$ cat src/rtl/lcd_frame_capture_if.sv
// Framebuffer write port between the LCD capture block and the
// double-buffered frame RAM (async_mem-style: one write strobe per byte).
interface lcd_frame_capture_if #(
    parameter int ADDR_W = 13
);
    logic [ADDR_W-1:0] fb_addr;  // byte address within the bank
    logic [7:0]        fb_data;  // 4 packed pixels, first pixel in [7:6]
    logic              fb_we;    // single-cycle write strobe
    logic              fb_bank;  // bank being written

    modport master (output fb_addr, fb_data, fb_we, fb_bank);
    modport slave  (input  fb_addr, fb_data, fb_we, fb_bank);
endinterface

$ cat src/rtl/lcd_frame_capture.sv
// LCD frame capture: samples the gameboy pixel stream, packs 4 pixels per
// byte and writes completed bytes into the active framebuffer bank. The
// other bank always holds the last complete frame.
module lcd_frame_capture #(
    parameter int H_PIXELS = 160,
    parameter int V_LINES  = 144,
    parameter int ADDR_W   = 13
) (
    input  logic                clock,
    input  logic                reset,
    input  logic                capture_en,
    input  logic [1:0]          pixel_data,
    input  logic                pixel_clock,
    input  logic                hsync,
    input  logic                vsync,
    lcd_frame_capture_if.master fb,
    output logic                frame_done,
    output logic [7:0]          frame_count,
    output logic                line_err,
    output logic                frame_err
);
    localparam int                LINE_BYTES = H_PIXELS / 4;
    localparam logic [ADDR_W-1:0] ADDR_LAST  = ADDR_W'(V_LINES * LINE_BYTES - 1);
    localparam logic [7:0]        X_END      = 8'(H_PIXELS);
    localparam logic [7:0]        Y_END      = 8'(V_LINES);

    typedef enum logic {IDLE, CAPTURE} state_t;

    state_t            state_q, state_d;
    logic              pclk_q, hs_q, vs_q;
    logic [7:0]        x_q, x_d;
    logic [7:0]        y_q, y_d;
    logic [ADDR_W-1:0] addr_q, addr_d;
    logic [5:0]        sh_q, sh_d;        // last up to 3 pixels of the open group
    logic              we_q, we_d;
    logic [7:0]        data_q, data_d;
    logic [ADDR_W-1:0] waddr_q, waddr_d;
    logic              bank_q;
    logic              toggle_q, toggle_d;
    logic              done_q, done_d;
    logic [7:0]        cnt_q, cnt_d;
    logic              lerr_q, lerr_d;
    logic              ferr_q, ferr_d;

    logic              pclk_rise, hs_rise, vs_rise;
    logic              pix_ok;
    logic [7:0]        byte_full;
    logic [7:0]        x1;
    logic [5:0]        sh1;
    logic [ADDR_W-1:0] addr1;
    logic [ADDR_W-1:0] next_base;
    logic [7:0]        flush_byte;

    assign pclk_rise = pixel_clock & ~pclk_q;
    assign hs_rise   = hsync & ~hs_q;
    assign vs_rise   = vsync & ~vs_q;

    assign pix_ok    = (x_q < X_END) && (y_q < Y_END);
    assign byte_full = {sh_q, pixel_data};

    // Start of the following line; clamped so addr never leaves the bank.
    assign next_base = (y_q >= Y_END - 8'd1) ? ADDR_LAST
                                             : ADDR_W'((int'(y_q) + 1) * LINE_BYTES);

    assign fb.fb_addr  = waddr_q;
    assign fb.fb_data  = data_q;
    assign fb.fb_we    = we_q;
    assign fb.fb_bank  = bank_q;
    assign frame_done  = done_q;
    assign frame_count = cnt_q;
    assign line_err    = lerr_q;
    assign frame_err   = ferr_q;

    // Input edge detectors: one register stage per strobe.
    always_ff @(posedge clock) begin
        if (reset) begin
            pclk_q <= 1'b0;
            hs_q   <= 1'b0;
            vs_q   <= 1'b0;
        end else begin
            pclk_q <= pixel_clock;
            hs_q   <= hsync;
            vs_q   <= vsync;
        end
    end

    // State and datapath registers.
    always_ff @(posedge clock) begin
        if (reset) begin
            state_q  <= IDLE;
            x_q      <= '0;
            y_q      <= '0;
            addr_q   <= '0;
            sh_q     <= '0;
            we_q     <= 1'b0;
            data_q   <= '0;
            waddr_q  <= '0;
            bank_q   <= 1'b0;
            toggle_q <= 1'b0;
            done_q   <= 1'b0;
            cnt_q    <= '0;
            lerr_q   <= 1'b0;
            ferr_q   <= 1'b0;
        end else begin
            state_q  <= state_d;
            x_q      <= x_d;
            y_q      <= y_d;
            addr_q   <= addr_d;
            sh_q     <= sh_d;
            we_q     <= we_d;
            data_q   <= data_d;
            waddr_q  <= waddr_d;
            toggle_q <= toggle_d;
            // The bank flips one cycle after frame_done so that the final
            // flush byte of the frame still lands in the bank it belongs to.
            bank_q   <= bank_q ^ toggle_q;
            done_q   <= done_d;
            cnt_q    <= cnt_d;
            lerr_q   <= lerr_d;
            ferr_q   <= ferr_d;
        end
    end

    // Next-state logic: pixel first, then line/frame end on the same cycle.
    always_comb begin
        state_d    = state_q;
        x_d        = x_q;
        y_d        = y_q;
        addr_d     = addr_q;
        sh_d       = sh_q;
        we_d       = 1'b0;
        data_d     = data_q;
        waddr_d    = waddr_q;
        toggle_d   = 1'b0;
        done_d     = 1'b0;
        cnt_d      = cnt_q;
        lerr_d     = lerr_q;
        ferr_d     = ferr_q;
        x1         = x_q;
        sh1        = sh_q;
        addr1      = addr_q;
        flush_byte = 8'h00;

        case (state_q)
            IDLE: begin
                if (vs_rise && capture_en) begin
                    state_d = CAPTURE;
                    x_d     = '0;
                    y_d     = '0;
                    addr_d  = '0;
                    sh_d    = '0;
                end
            end

            CAPTURE: begin
                // Pixel accept / drop.
                if (pclk_rise) begin
                    if (pix_ok) begin
                        sh1 = byte_full[5:0];
                        x1  = x_q + 8'd1;
                        if (x_q[1:0] == 2'd3) begin
                            we_d    = 1'b1;
                            data_d  = byte_full;
                            waddr_d = addr_q;
                            addr1   = (addr_q == ADDR_LAST) ? ADDR_LAST
                                                            : addr_q + ADDR_W'(1);
                        end
                    end else begin
                        lerr_d = 1'b1;
                    end
                end
                x_d    = x1;
                sh_d   = sh1;
                addr_d = addr1;

                // Partial group at line/frame end: left-justify, zero-pad.
                // A group write just above leaves x1 aligned, so at most one
                // write is produced per cycle.
                case (x1[1:0])
                    2'd1:    flush_byte = {sh1[1:0], 6'b0};
                    2'd2:    flush_byte = {sh1[3:0], 4'b0};
                    2'd3:    flush_byte = {sh1[5:0], 2'b0};
                    default: flush_byte = 8'h00;
                endcase
                if ((vs_rise || hs_rise) && (x1[1:0] != 2'd0)) begin
                    we_d    = 1'b1;
                    data_d  = flush_byte;
                    waddr_d = addr1;
                end

                if (vs_rise) begin
                    // Frame end wins over a coincident hsync.
                    done_d   = 1'b1;
                    cnt_d    = cnt_q + 8'd1;
                    toggle_d = 1'b1;
                    if (y_q != Y_END)
                        ferr_d = 1'b1;
                    x_d     = '0;
                    y_d     = '0;
                    addr_d  = '0;
                    sh_d    = '0;
                    state_d = capture_en ? CAPTURE : IDLE;
                end else if (hs_rise) begin
                    if (y_q >= Y_END) begin
                        ferr_d = 1'b1;
                    end else begin
                        if (x1 != X_END)
                            lerr_d = 1'b1;
                        y_d    = y_q + 8'd1;
                        addr_d = next_base;
                    end
                    x_d  = '0;
                    sh_d = '0;
                end
            end

            default: state_d = IDLE;
        endcase
    end
endmodule

$ cat src/flat_wrapper.sv
// flat-port wrapper written by rule: the top's interface ports become plain ports
module lcd_frame_capture_flat 
#(
    parameter int H_PIXELS = 160,
    parameter int V_LINES  = 144,
    parameter int ADDR_W   = 13
)
  (clock, reset, capture_en, pixel_data, pixel_clock, hsync, vsync, frame_done, frame_count, line_err, frame_err, fb_fb_addr, fb_fb_data, fb_fb_we, fb_fb_bank);
  lcd_frame_capture_if #(.ADDR_W(ADDR_W)) fb_i ();
  input  logic clock;
  input  logic reset;
  input  logic capture_en;
  input  logic [1:0] pixel_data;
  input  logic pixel_clock;
  input  logic hsync;
  input  logic vsync;
  output logic frame_done;
  output logic [7:0] frame_count;
  output logic line_err;
  output logic frame_err;
  output wire logic [$bits(fb_i.fb_addr)-1:0] fb_fb_addr;
  output wire logic [$bits(fb_i.fb_data)-1:0] fb_fb_data;
  output wire logic [$bits(fb_i.fb_we)-1:0] fb_fb_we;
  output wire logic [$bits(fb_i.fb_bank)-1:0] fb_fb_bank;
  assign fb_fb_addr = fb_i.fb_addr;
  assign fb_fb_data = fb_i.fb_data;
  assign fb_fb_we = fb_i.fb_we;
  assign fb_fb_bank = fb_i.fb_bank;
  lcd_frame_capture #(.H_PIXELS(H_PIXELS), .V_LINES(V_LINES), .ADDR_W(ADDR_W)) u_core (.clock(clock), .reset(reset), .capture_en(capture_en), .pixel_data(pixel_data), .pixel_clock(pixel_clock), .hsync(hsync), .vsync(vsync), .fb(fb_i), .frame_done(frame_done), .frame_count(frame_count), .line_err(line_err), .frame_err(frame_err));
endmodule
$ cat config.mk
export PLATFORM = sky130hd
export DESIGN_NAME = lcd_frame_capture_flat
export DESIGN_NICKNAME = d
export VERILOG_FILES = /design/src/rtl/lcd_frame_capture_if.sv /design/src/rtl/lcd_frame_capture.sv /design/src/flat_wrapper.sv
export SDC_FILE = /design/constraint.sdc
export NUM_CORES = 1
export LEC_CHECK = 0
export ABC_AREA = 1
export BUFFER_PORTS_ARGS = -buffer_cell sky130_fd_sc_hd__buf_4
export CORE_MARGIN = 10
export CORE_UTILIZATION = 35
export DETAILED_ROUTE_END_ITERATION = 10
export PLACE_DENSITY_LB_ADDON = 0.12
export SYNTH_ARGS = -nofsm -noshare
export SYNTH_HDL_FRONTEND = slang
export SYNTH_SLANG_ARGS = --single-unit
$ cat constraint.sdc
create_clock -name clock -period 4.4 [get_ports clock]
set_input_delay 0.22 -clock clock [delete_from_list [all_inputs] [get_ports clock]]
set_output_delay 0.22 -clock clock [all_outputs]
set_load 0.01 [all_outputs]
## After elaboration in Yosys (flattened, before gate mapping)

Cells that the tools add are included.

- $add $sub $neg: 5
- $mul: 1
- Divide/modulo/power cells: 0
- Order comparisons: 4
- Eq/ne operators: 11
- Shifts and indexed selects: 0
- Muxes and demuxes: 55
- Bitwise operators: 8
- Reduce and logical (&&, ||, !) cells: 15

Operators by type and width:

| cell | number |
|---|---|
| $mux 13 | 13 |
| $mux 8 | 13 |
| $mul 32x4->10 const B | 1 |
| $pmux 8 s2 | 2 |
| $mux 6 | 5 |
| $pmux 13 s2 | 1 |
| $add 8x1->8 const B | 3 |
| $pmux 8 s3 | 1 |
| $mux 1 | 18 |
| $ge 8x8->1 const B | 2 |
| $lt 8x8->1 const B | 2 |
| $ne 8x8->1 const B | 2 |
| $add 13x1->13 const B | 1 |
| $eq 13x13->1 const B | 1 |
| $pmux 6 s2 | 1 |
| $reduce_bool 2->1 | 6 |
| $add 8x1->9 const B | 1 |
| $reduce_and 4->1 | 2 |
| $eq 2x2->1 const B | 3 |
| $ne 3x3->1 const B | 2 |
| $not 1->1 | 4 |
| $and 1x1->1 | 3 |
| $logic_and 1x1->1 | 3 |
| $reduce_and 3->1 | 1 |
| other kinds (8) | 8 |

- Flip-flop bits (word level): 73
- Latch bits: 0
- RAM bits: 0
- ROM bits: 0
- Output and inout bits: 34
- Memories: 0

## Depth between registers and ports, before layout

- Depth after elaboration: 10
- Depth in mapped cells: 18
- Gate-level depth less buffers: 18

## Worst setup path before layout

Ideal clock, no wire load.

- Kind: flip-flop to flip-flop
- Start point: reg u_core.y_q[0]
- End point: reg u_core.addr_q[12]
- Setup time: 0.072 ns
- Arrival: 2.552 ns
- Required time: 4.328 ns
- Slack: 1.776 ns
- Cell stages (with the launch flop): 15
- Buffers on the path: 0
- Period minus slack after synthesis: 2.624 ns
- Path through: dfxtp_1 inv_1 nor3_1 xor2_1 inv_1 ha_1 ha_1 inv_1 fa_1 nor3_1 nor2_1 nand3b_1 nand3_1 nand3_1 a21oi_1

- Longest elaborated chain between the ends: 8

RTL lines:

| element | RTL line | source |
|---|---|---|
| start: declaration | lcd_frame_capture.sv:32 | `logic [7:0] y_q, y_d;` |
| start signal: assignment | lcd_frame_capture.sv:107 | `y_q <= y_d;` |
| branches (longest 5 deep; another with $mul 32x4->10) | -- |  |
| $mux 13 (*) | lcd_frame_capture.sv:203 | `end else if (hs_rise) begin` |
| $mux 13 (*) | lcd_frame_capture.sv:191 | `if (vs_rise) begin` |
| $pmux 13 s2 (*) | lcd_frame_capture.sv:144 | `case (state_q)` |
| end signal: assignment | lcd_frame_capture.sv:108 | `addr_q <= addr_d;` |
| end: declaration | lcd_frame_capture.sv:33 | `logic [ADDR_W-1:0] addr_q, addr_d;` |

Mark *: on every way between the ends.
A chain may end at the register's enable or synchronous reset.

## Worst setup path after layout

Ends and elaborated chain as after synthesis.

==> impl_metrics.toml <==
[route]
routed-wl-met3_um = 540
routed_via_density = 4.88
totalWireLength_um = 12400
antenna_left = 0
m1WireLength_um = 6240
dr.max_layer_used = "met4"
wl_met2_um = 5470
drcViolationCount = 0
drt-initial-drc-count = 206
routedWlPerCell_um = 13.9
vias = 4344
dr.pass1.iters = 6

[worst_setup_path]
path_max_fanout = 4
worstPathArrival_ns = 3.26
critPathRequiredTime_ns = 4.67
crit_path_start_kind = "register"
crit_end = "u_core.addr_q[12]"
r2r-end = "u_core.addr_q[12]"
worstReg2RegStart = "u_core.y_q[0]"
crit_type = "reg -> reg"
ff2ff_setup_slack_ns = 1.41
startpoint = "u_core.y_q[0]"
end_kind = "register"
reg2reg_depth = 14

[placed_design]
gp_congestion = 0.906
dpl.hpwl_um = 8970
dp_cells = 875
portBuffers = 41

[grt]
grt_pass1_vias = 4129
grt.overflow.total = 0
grt_pass1_wl_um = 20700
antenna_found_initial = 0
grt_max_degree = 53
grt_usage_pct = 14.2

[die]
dieArea_um2 = 17500
start_util_pct = 35.4
io_pins = 42
die_x_um = 132
core_um2 = 12500
rows = 41
die_y_um = 132

[finish]
antenna_cells = 0
nets = 741
stdcell_count = 891
syn_to_final_growth_pct = 16.5
post-route-util_pct = 41.2
drive_gt1_share_pct = 11.1

[synth]
yosys_register_bits = 73
synth_area_um2 = 4430
yosysWarnings = 0
netlist_top_cells_count = "nand2_1 (194), inv_1 (82), dfxtp_1 (73), nor2_1 (70), a21oi_1 (60)"
seq_area_frac_synth_pct = 33.0
synth_area_leaders = "dfxtp_1 (33%), nand2_1 (16%), inv_1 (7.0%), a21oi_1 (6.8%), nor2_1 (5.9%)"
syn_avg_cell_area_um2 = 6.46
synth_nets = 712
syn_inst = 685
yosys.cell_types.count = 37
yosysTopAreaCell = "dfxtp_1"
yosys.area.top_type_share_pct = 33.0
synthArstFlopShare_pct = 0
yosysMostFrequentCell = "nand2_1"
synth-edff-count = 0
synth_flop_cell = "dfxtp_1"

[cts]
clk_latency_ns = 0.35
clockRootBuffer = "clkbuf_16"
cts-resized-gates = 0
postCtsHoldBufs = 0
cts_tree = "done"
cts_num_sinks = 73
cts.clk_slew.worst_paths_ns = 0.06
cts_setup_buffers = 0
numCtsBuffers = 9
cts_max_level = 3
ctsLongestPathBuffers = 2

[run]
max_cap_violations = 0

[worst_hold_path]
hold_path_class = "in -> reg"

[run_status]
status = "complete, no violations"

[sta]
skew_ns = 0.0113
max_freq_mhz = 334
final-setup-viol-count = 0
hold_viol_final = 0
drv_slew = 0
fin_crit_sh_pct = 68.0
finalCriticalPeriod_ns = 2.99
rsz0062_at_grt = "no"
tns_ns = 0
relSlewSlack_pct = 31.1
worstMarginPinSlew_ns = 1.03

[power_and_ir_drop]
power.density_nw_per_um2 = 323
p_total_mw = 1.67
p_leak_nw = 2.26
ir_worst_vdd_uv = 154
## metrics by stage
stage	hold WS, ns	area, um2	setup slack [ns]
finish	0.0961	5160	1.41
floorplan	0.345	4430	1.78
detailed placement	0.447	4830	1.41
CTS	0.0854	5160	1.39
global route	0.108	5160	1.07
global placement	0.438	4830	1.56
## kinds of logic after synthesis
logic type      after synthesis  synth area share, %
simple gates                352                 33.7
compound gates              124                 15.8
buf+inv                     106                 9.78
flops                        73                 33.0
fa+ha+maj                    19                 5.54
xor+xnor                     11                 2.18
## worst min-delay path by stage
stage,from,to,slack [ns],cells past startpoint
detailed placement,u_core.line_err,u_core.line_err,0.45,2
floorplan,hsync,u_core.hs_q,0.34,2
CTS,hsync,u_core.hs_q,0.09,3
finish,vsync,u_core.vs_q,0.1,3
global route,hsync,u_core.hs_q,0.11,3
global placement,vsync,u_core.vs_q,0.44,3
## layer usage
layer	track usage, %	up-vias
met1	18.8	1974
met2	22.3	96
li1	-	2266
met5	0	-
met4	3.24	0
met3	4.13	8
## power breakdown
group          total [mW]  internal, mW  switching, mW
sequential          0.686         0.675         0.0111
clock               0.810         0.513          0.296
combinational       0.170        0.0520          0.118
total                1.67          1.24          0.426
## cell usage in the layout (no fill, tap or decap), drive strengths merged
master	n
nand4	11
or2	2
buf	41
ha	18
nand3b	1
fa	1
inv	83
and3	1
o22ai	3
o311ai	1
and2	3
o21bai	5
a21o	1
a211oi	5
xnor2	2
a21oi	67
nand2	200
nand3	42
nor3	17
nor3b	1
clkinv	4
clkbuf	10
dfxtp	73
xor2	9
a31oi	1
o21ai	41
nor2	74
bufinv	2
## registers in the layout (all words and copies together) (netlist names), named ones only
name,flops
u_core.addr_q,13
u_core.fb.fb_addr,13
u_core.fb.fb_data,8
u_core.frame_count,8
u_core.x_q,8
u_core.y_q,8
u_core.sh_q,6
u_core.fb.fb_bank,1
u_core.fb.fb_we,1
u_core.frame_err,1
u_core.hs_q,1
u_core.line_err,1
u_core.pclk_q,1
u_core.toggle_q,1
u_core.vs_q,1
## final cells by class
| class | count | area [um2] |
|---|---|---|
| Clock inverter | 6 | 91.3 |
| Timing Repair Buffer | 41 | 308 |
| Sequential cell | 73 | 1460 |
| Multi-Input combinational cell | 506 | 2530 |
| Tap cell | 172 | 215 |
| Clock buffer | 10 | 239 |
| Inverter | 83 | 312 |
| Fill cell | 1380 | 7360 |
## critical path: stages (launching register included)
cell	delay (ns)
dfxtp_1	0.37
inv_1	0.10
nor3_1	0.42
xor2_1	0.18
inv_1	0.09
ha_1	0.29
ha_1	0.20
inv_1	0.07
fa_1	0.41
nor3_1	0.24
nor2_1	0.08
nand3b_1	0.15
nand3_1	0.08
nand3_1	0.06
a21oi_1	0.16
No activity file was read; power rests on OpenSTA's default activity.
